[src/rtl/disp_pkg.sv]
// Shared constants and types for the seven-segment scan path.
package disp_pkg;

  localparam int unsigned NUM_DIGITS = 8;
  localparam int unsigned SCAN_W     = 3;
  localparam int unsigned HEX_W      = 4 * NUM_DIGITS;

  typedef enum logic [1:0] {
    IDLE,
    SHOW,
    BLANK
  } state_e;

  localparam logic [HEX_W-1:0]      HEXS_RST  = '0;
  localparam logic [NUM_DIGITS-1:0] POINT_RST = '0;
  localparam logic [NUM_DIGITS-1:0] LES_RST   = '0;

endpackage

[src/rtl/disp_scan_ctrl_if.sv]
// Bundle between the CPU-side display register / scan mux and the scan sequencer.
interface disp_scan_ctrl_if;
  import disp_pkg::*;

  logic                  en;
  logic [HEX_W-1:0]      data_in;
  logic [NUM_DIGITS-1:0] point_in;
  logic [NUM_DIGITS-1:0] les_in;
  logic                  upd_req;
  logic                  upd_busy;
  logic                  upd_ack;
  logic [SCAN_W-1:0]     scan;
  logic [HEX_W-1:0]      hexs;
  logic [NUM_DIGITS-1:0] point;
  logic [NUM_DIGITS-1:0] les;
  logic                  blank;
  logic                  frame_tick;

  modport master (
    output en, data_in, point_in, les_in, upd_req,
    input  upd_busy, upd_ack, scan, hexs, point, les, blank, frame_tick
  );

  modport slave (
    input  en, data_in, point_in, les_in, upd_req,
    output upd_busy, upd_ack, scan, hexs, point, les, blank, frame_tick
  );

endinterface

[src/rtl/disp_phase_timer.sv]
// Phase counter shared by the SHOW and BLANK phases; done fires on the terminal count.
module disp_phase_timer #(
  parameter int unsigned CW = 2
) (
  input  logic          clk,
  input  logic          rst_n,
  input  logic          run_i,
  input  logic          clr_i,
  input  logic [CW-1:0] term_i,
  output logic          done_o
);

  logic [CW-1:0] cnt_q;

  assign done_o = run_i && (cnt_q == term_i);

  always_ff @(posedge clk or negedge rst_n) begin
    if (!rst_n) begin
      cnt_q <= '0;
    end else if (clr_i || done_o) begin
      cnt_q <= '0;
    end else if (run_i) begin
      cnt_q <= cnt_q + 1'b1;
    end
  end

endmodule

[src/rtl/disp_scan_ctrl.sv]
// Digit scan sequencer with show/blank phases and frame-synchronous double-buffered display data.
module disp_scan_ctrl
  import disp_pkg::*;
#(
  parameter int unsigned SHOW_CYCLES  = 50000,
  parameter int unsigned BLANK_CYCLES = 1000
) (
  input logic             clk,
  input logic             rst_n,
  disp_scan_ctrl_if.slave bus
);

  localparam int unsigned CNT_MAX =
    (SHOW_CYCLES > BLANK_CYCLES) ? ((SHOW_CYCLES > 2) ? SHOW_CYCLES : 2)
                                 : ((BLANK_CYCLES > 2) ? BLANK_CYCLES : 2);
  localparam int unsigned CW        = $clog2(CNT_MAX);
  localparam bit          HAS_BLANK = (BLANK_CYCLES != 0);
  localparam logic [CW-1:0]     SHOW_TERM  = CW'(SHOW_CYCLES - 1);
  localparam logic [CW-1:0]     BLANK_TERM = CW'(HAS_BLANK ? BLANK_CYCLES - 1 : 0);
  localparam logic [SCAN_W-1:0] LAST_DIGIT = SCAN_W'(NUM_DIGITS - 1);

  state_e                state_q;
  logic [SCAN_W-1:0]     scan_q;
  logic                  blank_q;
  logic                  frame_tick_q;
  logic                  upd_ack_q;
  logic                  upd_busy_q;
  logic [HEX_W-1:0]      stg_hex_q, hexs_q;
  logic [NUM_DIGITS-1:0] stg_pt_q, point_q;
  logic [NUM_DIGITS-1:0] stg_le_q, les_q;

  logic          tmr_run, tmr_clr, tmr_done;
  logic [CW-1:0] tmr_term;
  logic          adv, wrap, apply;

  // The timer keeps running while en is low so a wrap landing on the en-fall edge still completes.
  always_comb begin
    tmr_run  = (state_q != IDLE);
    tmr_clr  = (state_q == IDLE) || !bus.en;
    tmr_term = (state_q == BLANK) ? BLANK_TERM : SHOW_TERM;
    adv      = tmr_done && ((state_q == BLANK) || ((state_q == SHOW) && !HAS_BLANK));
    wrap     = adv && (scan_q == LAST_DIGIT);
    apply    = upd_busy_q && (wrap || (state_q == IDLE));
  end

  disp_phase_timer #(
    .CW(CW)
  ) u_timer (
    .clk    (clk),
    .rst_n  (rst_n),
    .run_i  (tmr_run),
    .clr_i  (tmr_clr),
    .term_i (tmr_term),
    .done_o (tmr_done)
  );

  always_ff @(posedge clk or negedge rst_n) begin
    if (!rst_n) begin
      state_q      <= IDLE;
      scan_q       <= '0;
      blank_q      <= 1'b1;
      frame_tick_q <= 1'b0;
      upd_ack_q    <= 1'b0;
      upd_busy_q   <= 1'b0;
      stg_hex_q    <= '0;
      stg_pt_q     <= '0;
      stg_le_q     <= '0;
      hexs_q       <= HEXS_RST;
      point_q      <= POINT_RST;
      les_q        <= LES_RST;
    end else begin
      frame_tick_q <= wrap;
      upd_ack_q    <= apply;

      // apply only fires while busy, so a same-cycle request can only be staged for the next wrap.
      if (apply) begin
        hexs_q     <= stg_hex_q;
        point_q    <= stg_pt_q;
        les_q      <= stg_le_q;
        upd_busy_q <= 1'b0;
      end else if (bus.upd_req && !upd_busy_q) begin
        stg_hex_q  <= bus.data_in;
        stg_pt_q   <= bus.point_in;
        stg_le_q   <= bus.les_in;
        upd_busy_q <= 1'b1;
      end

      unique case (state_q)
        IDLE: begin
          scan_q <= '0;
          if (bus.en) begin
            state_q <= SHOW;
            blank_q <= 1'b0;
          end else begin
            blank_q <= 1'b1;
          end
        end
        SHOW, BLANK: begin
          if (adv) scan_q <= scan_q + 1'b1;
          if (!bus.en) begin
            state_q <= IDLE;
            scan_q  <= '0;
            blank_q <= 1'b1;
          end else if (tmr_done) begin
            if ((state_q == SHOW) && HAS_BLANK) begin
              state_q <= BLANK;
              blank_q <= 1'b1;
            end else begin
              state_q <= SHOW;
              blank_q <= 1'b0;
            end
          end
        end
        default: state_q <= IDLE;
      endcase
    end
  end

  assign bus.scan       = scan_q;
  assign bus.blank      = blank_q;
  assign bus.frame_tick = frame_tick_q;
  assign bus.upd_ack    = upd_ack_q;
  assign bus.upd_busy   = upd_busy_q;
  assign bus.hexs       = hexs_q;
  assign bus.point      = point_q;
  assign bus.les        = les_q;

endmodule

[src/flat_wrapper.sv]
// flat-port wrapper written by rule: the top's interface ports become plain ports
module disp_scan_ctrl_flat import disp_pkg::*;
#(
  parameter int unsigned SHOW_CYCLES  = 50000,
  parameter int unsigned BLANK_CYCLES = 1000
)
  (clk, rst_n, bus_en, bus_data_in, bus_point_in, bus_les_in, bus_upd_req, bus_upd_busy, bus_upd_ack, bus_scan, bus_hexs, bus_point, bus_les, bus_blank, bus_frame_tick);
  disp_scan_ctrl_if bus_i ();
  input logic clk;
  input logic rst_n;
  input wire logic [$bits(bus_i.en)-1:0] bus_en;
  input wire logic [$bits(bus_i.data_in)-1:0] bus_data_in;
  input wire logic [$bits(bus_i.point_in)-1:0] bus_point_in;
  input wire logic [$bits(bus_i.les_in)-1:0] bus_les_in;
  input wire logic [$bits(bus_i.upd_req)-1:0] bus_upd_req;
  output wire logic [$bits(bus_i.upd_busy)-1:0] bus_upd_busy;
  output wire logic [$bits(bus_i.upd_ack)-1:0] bus_upd_ack;
  output wire logic [$bits(bus_i.scan)-1:0] bus_scan;
  output wire logic [$bits(bus_i.hexs)-1:0] bus_hexs;
  output wire logic [$bits(bus_i.point)-1:0] bus_point;
  output wire logic [$bits(bus_i.les)-1:0] bus_les;
  output wire logic [$bits(bus_i.blank)-1:0] bus_blank;
  output wire logic [$bits(bus_i.frame_tick)-1:0] bus_frame_tick;
  assign bus_i.en = bus_en;
  assign bus_i.data_in = bus_data_in;
  assign bus_i.point_in = bus_point_in;
  assign bus_i.les_in = bus_les_in;
  assign bus_i.upd_req = bus_upd_req;
  assign bus_upd_busy = bus_i.upd_busy;
  assign bus_upd_ack = bus_i.upd_ack;
  assign bus_scan = bus_i.scan;
  assign bus_hexs = bus_i.hexs;
  assign bus_point = bus_i.point;
  assign bus_les = bus_i.les;
  assign bus_blank = bus_i.blank;
  assign bus_frame_tick = bus_i.frame_tick;
  disp_scan_ctrl #(.SHOW_CYCLES(SHOW_CYCLES), .BLANK_CYCLES(BLANK_CYCLES)) u_core (.clk(clk), .rst_n(rst_n), .bus(bus_i));
endmodule
[config.mk]
export PLATFORM = sky130hd
export DESIGN_NAME = disp_scan_ctrl_flat
export DESIGN_NICKNAME = d
export VERILOG_FILES = /design/src/rtl/disp_pkg.sv /design/src/rtl/disp_scan_ctrl_if.sv /design/src/rtl/disp_phase_timer.sv /design/src/rtl/disp_scan_ctrl.sv /design/src/flat_wrapper.sv
export SDC_FILE = /design/constraint.sdc
export NUM_CORES = 1
export LEC_CHECK = 0
export CAP_MARGIN = 20
export CORE_MARGIN = 2
export CORE_UTILIZATION = 66
export CTS_CLUSTER_DIAMETER = 200
export DETAILED_ROUTE_END_ITERATION = 6
export DONT_BUFFER_PORTS = 1
export PLACE_DENSITY_LB_ADDON = 0.15
export SLEW_MARGIN = 20
export SYNTH_ARGS = -nofsm -noshare
export SYNTH_HDL_FRONTEND = slang
export SYNTH_HIERARCHICAL = 1
export SYNTH_SLANG_ARGS = --single-unit
[constraint.sdc]
create_clock -name clk -period 7.5 [get_ports clk]
set_input_delay 0.375 -clock clk [delete_from_list [all_inputs] [get_ports clk]]
set_output_delay 0.375 -clock clk [all_outputs]
set_load 0.02 [all_outputs]
==> results.json <==
{
  "status": "complete, no violations",
  "cap_violations": 0,
  "synth_enable_flop_cells": 0,
  "fmax_mhz": 298,
  "cp-start-kind": "flip-flop",
  "portBuffers": 0,
  "cts_root_buf": "clkbuf_8",
  "areaGrowthSynthToFinish_pct": 18.6,
  "place_worst_setup_slack_ns": 4.19,
  "placed_cell_area_um2": 5320,
  "synth_top_cell_by_area": "dfrtp_1",
  "endpoint_kind": "flip-flop",
  "drv_slew": 0,
  "tightest_slew_ns": 0.900,
  "grt_max_degree": 122,
  "ys_ff_latch": 121,
  "grt_pass1_wl_um": 15600,
  "worstPathMaxFanout": 50,
  "hold_path.class": "input pin to flip-flop",
  "finalSetupViolCount": 0,
  "post-route-period-util": 0.447,
  "initial_core_util": 0.683,
  "ir_drop_v": 0.000263,
  "wl_per_cell_um": 19.8,
  "p_leak_nw": 2.83,
  "drc_errors": 0,
  "synth_xor_area_frac": 0.0531,
  "synth_compound_gate_area_share": 0.0149,
  "cts_resized": 0,
  "clk_transition_reported_paths_ns": 0.06,
  "seq_area_frac_synth": 0.574,
  "grt_pass1_vias": 2991,
  "fp.dieArea_um2": 8730,
  "clkLatencyLatePin_ns": 0.50,
  "clk_path_buf_depth": 2,
  "first_iter_violations": 205,
  "synthTopCellsByArea": "dfrtp_1, mux2_4, mux2_2",
  "via_per_inst": 5.57,
  "fin_util": 0.810,
  "async_flop_share": 1.00,
  "ant_nets": 0,
  "slew_headroom": 0.400,
  "wirelength_um": 10300,
  "whs_ns": 0.0312,
  "antenna_found_initial": 1,
  "num_vias": 2912,
  "final_nets": 467,
  "yosysUniqueCellTypes": 34,
  "avgSynthCellArea_um2": 14.9,
  "grt_util_all_layers": 0.240,
  "drive_gt1_frac": 0.326,
  "synthFlopType": "dfrtp_1",
  "core_area_um2": 7730,
  "synth_area_um2": 5280,
  "grt_overflow": 0,
  "synth_top_family_by_area": "multiplexers",
  "synthCells": 355,
  "die-height_um": 93.4,
  "skew_ns": 0.00808,
  "cts_tree": "built",
  "fp-row-count": 32,
  "yosys_warnings": 6,
  "ios": 107,
  "cts.sinks": 121,
  "final.setup.tns_ns": 0,
  "yosys.cell_count.top_type": "dfrtp_1",
  "cts_buffers": 17,
  "fill_cells": 396,
  "die_w_um": 93.4,
  "synth_mux_area_frac": 0.249,
  "wl_met1_um": 4370,
  "highest_layer": "met4",
  "wl_met3_um": 795,
  "drt_pass1_iterations": 4,
  "synthTopCellsByCount": "dfrtp_1, mux2_2, mux2_4",
  "crit_required_ns": 7.88,
  "hpwl_um": 5980,
  "worstSetupPathType": "flip-flop to flip-flop",
  "design_area_um2": 6260,
  "min_period_ns": 3.35,
  "cp_data_arrival_time_ns": 3.74,
  "worst_slack_ns": 4.15,
  "powerDensity_nw_per_um2": 468,
  "wl_met2_um": 5070,
  "cts.htree.levels": 4,
  "synth-simple-area-share": 0.0574,
  "finalHoldViolCount": 0,
  "rsz0062_at_grt": "no",
  "yosysTopAreaCellShare": 0.569,
  "place_congestion": 0.781,
  "synth_fa_ha_area_frac": 0.0190
}
[through the flow]
stage	power, mW	instances
floorplan	2.00	364
global placement	2.07	454
detailed placement	2.12	454
CTS	2.92	514
global route	3.07	522
finish	2.93	523
[worst max-delay path, stage by stage (launching register included)]
cell      delay, ns
dfrtp_1        0.41
inv_1          0.11
ha_1           0.20
inv_1          0.10
xor2_1         0.17
nor4_2         0.36
nand2b_1       0.10
nor4_1         0.56
and3_4         0.33
o21ai_4        0.05
buf_4          0.41
mux2_4         0.41
[logic make-up after synthesis]
group                    after synthesis
other                                  2
AND/OR/NAND/NOR                       60
flip-flops                           121
XOR/XNOR                              32
buffers and inverters                 20
adder cells (fa/ha/maj)                8
AO/OA/AOI/OAI                         11
multiplexers                         101
[layout by cell type (no fill, tap or decap), types with 3 or more instances in the layout]
| cell type | instances |
|---|---|
| nand2_1 | 10 |
| nor2_1 | 22 |
| clkbuf_16 | 16 |
| ha_1 | 8 |
| dlygate4sd3_1 | 35 |
| conb_1 | 11 |
| xor2_1 | 12 |
| nand4_1 | 8 |
| clkinv_4 | 5 |
| nor4_1 | 4 |
| xnor2_1 | 20 |
| mux2_2 | 49 |
| mux2_4 | 48 |
| o21ai_0 | 4 |
| nand3_1 | 5 |
| inv_1 | 6 |
| dfrtp_1 | 120 |
| mux2i_1 | 4 |
| inv_6 | 3 |
[power by group]
part	leakage, nW	switching [mW]	total [mW]	internal, mW
clock network	0.270	0.312	0.760	0.448
registers	1.47	0.382	1.33	0.945
logic	1.10	0.314	0.839	0.525
[state kept, by name, indices dropped and copies added, names as in the netlist, 2 cells and up]
| register | cells |
|---|---|
| u_core/u_timer/cnt_q | 16 |
| u_core/bus.hexs | 32 |
| u_core/bus.point | 8 |
| u_core/state_q | 2 |
| u_core/stg_le_q | 8 |
| u_core/bus.scan | 3 |
| u_core/stg_pt_q | 8 |
| u_core/stg_hex_q | 32 |
| u_core/bus.les | 8 |
[timing repair]
action / CTS / global route
hold endpoints to repair: 147 / 8
hold buffers: 28 / 8
setup buffers: 0 / 0
[layer usage]
metal | GRT usage | up-vias
li1 | - | 1331
met1 | 0.310 | 1469
met2 | 0.369 | 104
met3 | 0.101 | 8
met4 | 0.0821 | 0
met5 | 0 | -
[worst paths after layout]
check | start | endpoint | slack [ns] | depth (start not counted)
max | u_core/state_q[0]$_DFFE_PN0P_ | u_core/bus.hexs[21]$_DFFE_PN0P_ | 4.15 | 11
min | bus_data_in[17] | u_core/stg_hex_q[17]$_DFFE_PN0P_ | 0.03 | 1
max reg2reg | u_core/state_q[0]$_DFFE_PN0P_ | u_core/bus.hexs[21]$_DFFE_PN0P_ | 4.15 | 11
min reg2reg | u_core/stg_hex_q[31]$_DFFE_PN0P_ | u_core/bus.hexs[31]$_DFFE_PN0P_ | 0.50 | 1
max in group asynchronous | rst_n | u_core/stg_hex_q[0]$_DFFE_PN0P_ | 6.56 | 2
min in group asynchronous | rst_n | u_core/stg_hex_q[14]$_DFFE_PN0P_ | 0.49 | 2
[cell type report]
type                    count  area [µm²]  share of cell area
diodes                      1        2.50            0.000400
clock buffers              18         418              0.0668
clock inverters            14         143              0.0228
inverters                   6        22.5             0.00360
multi-input cells         223        2120               0.339
flip-flops and latches    121        3030               0.484
well taps                 102         128              0.0204
repair buffers             38         393              0.0628
(Power assumes the default switching activity.)
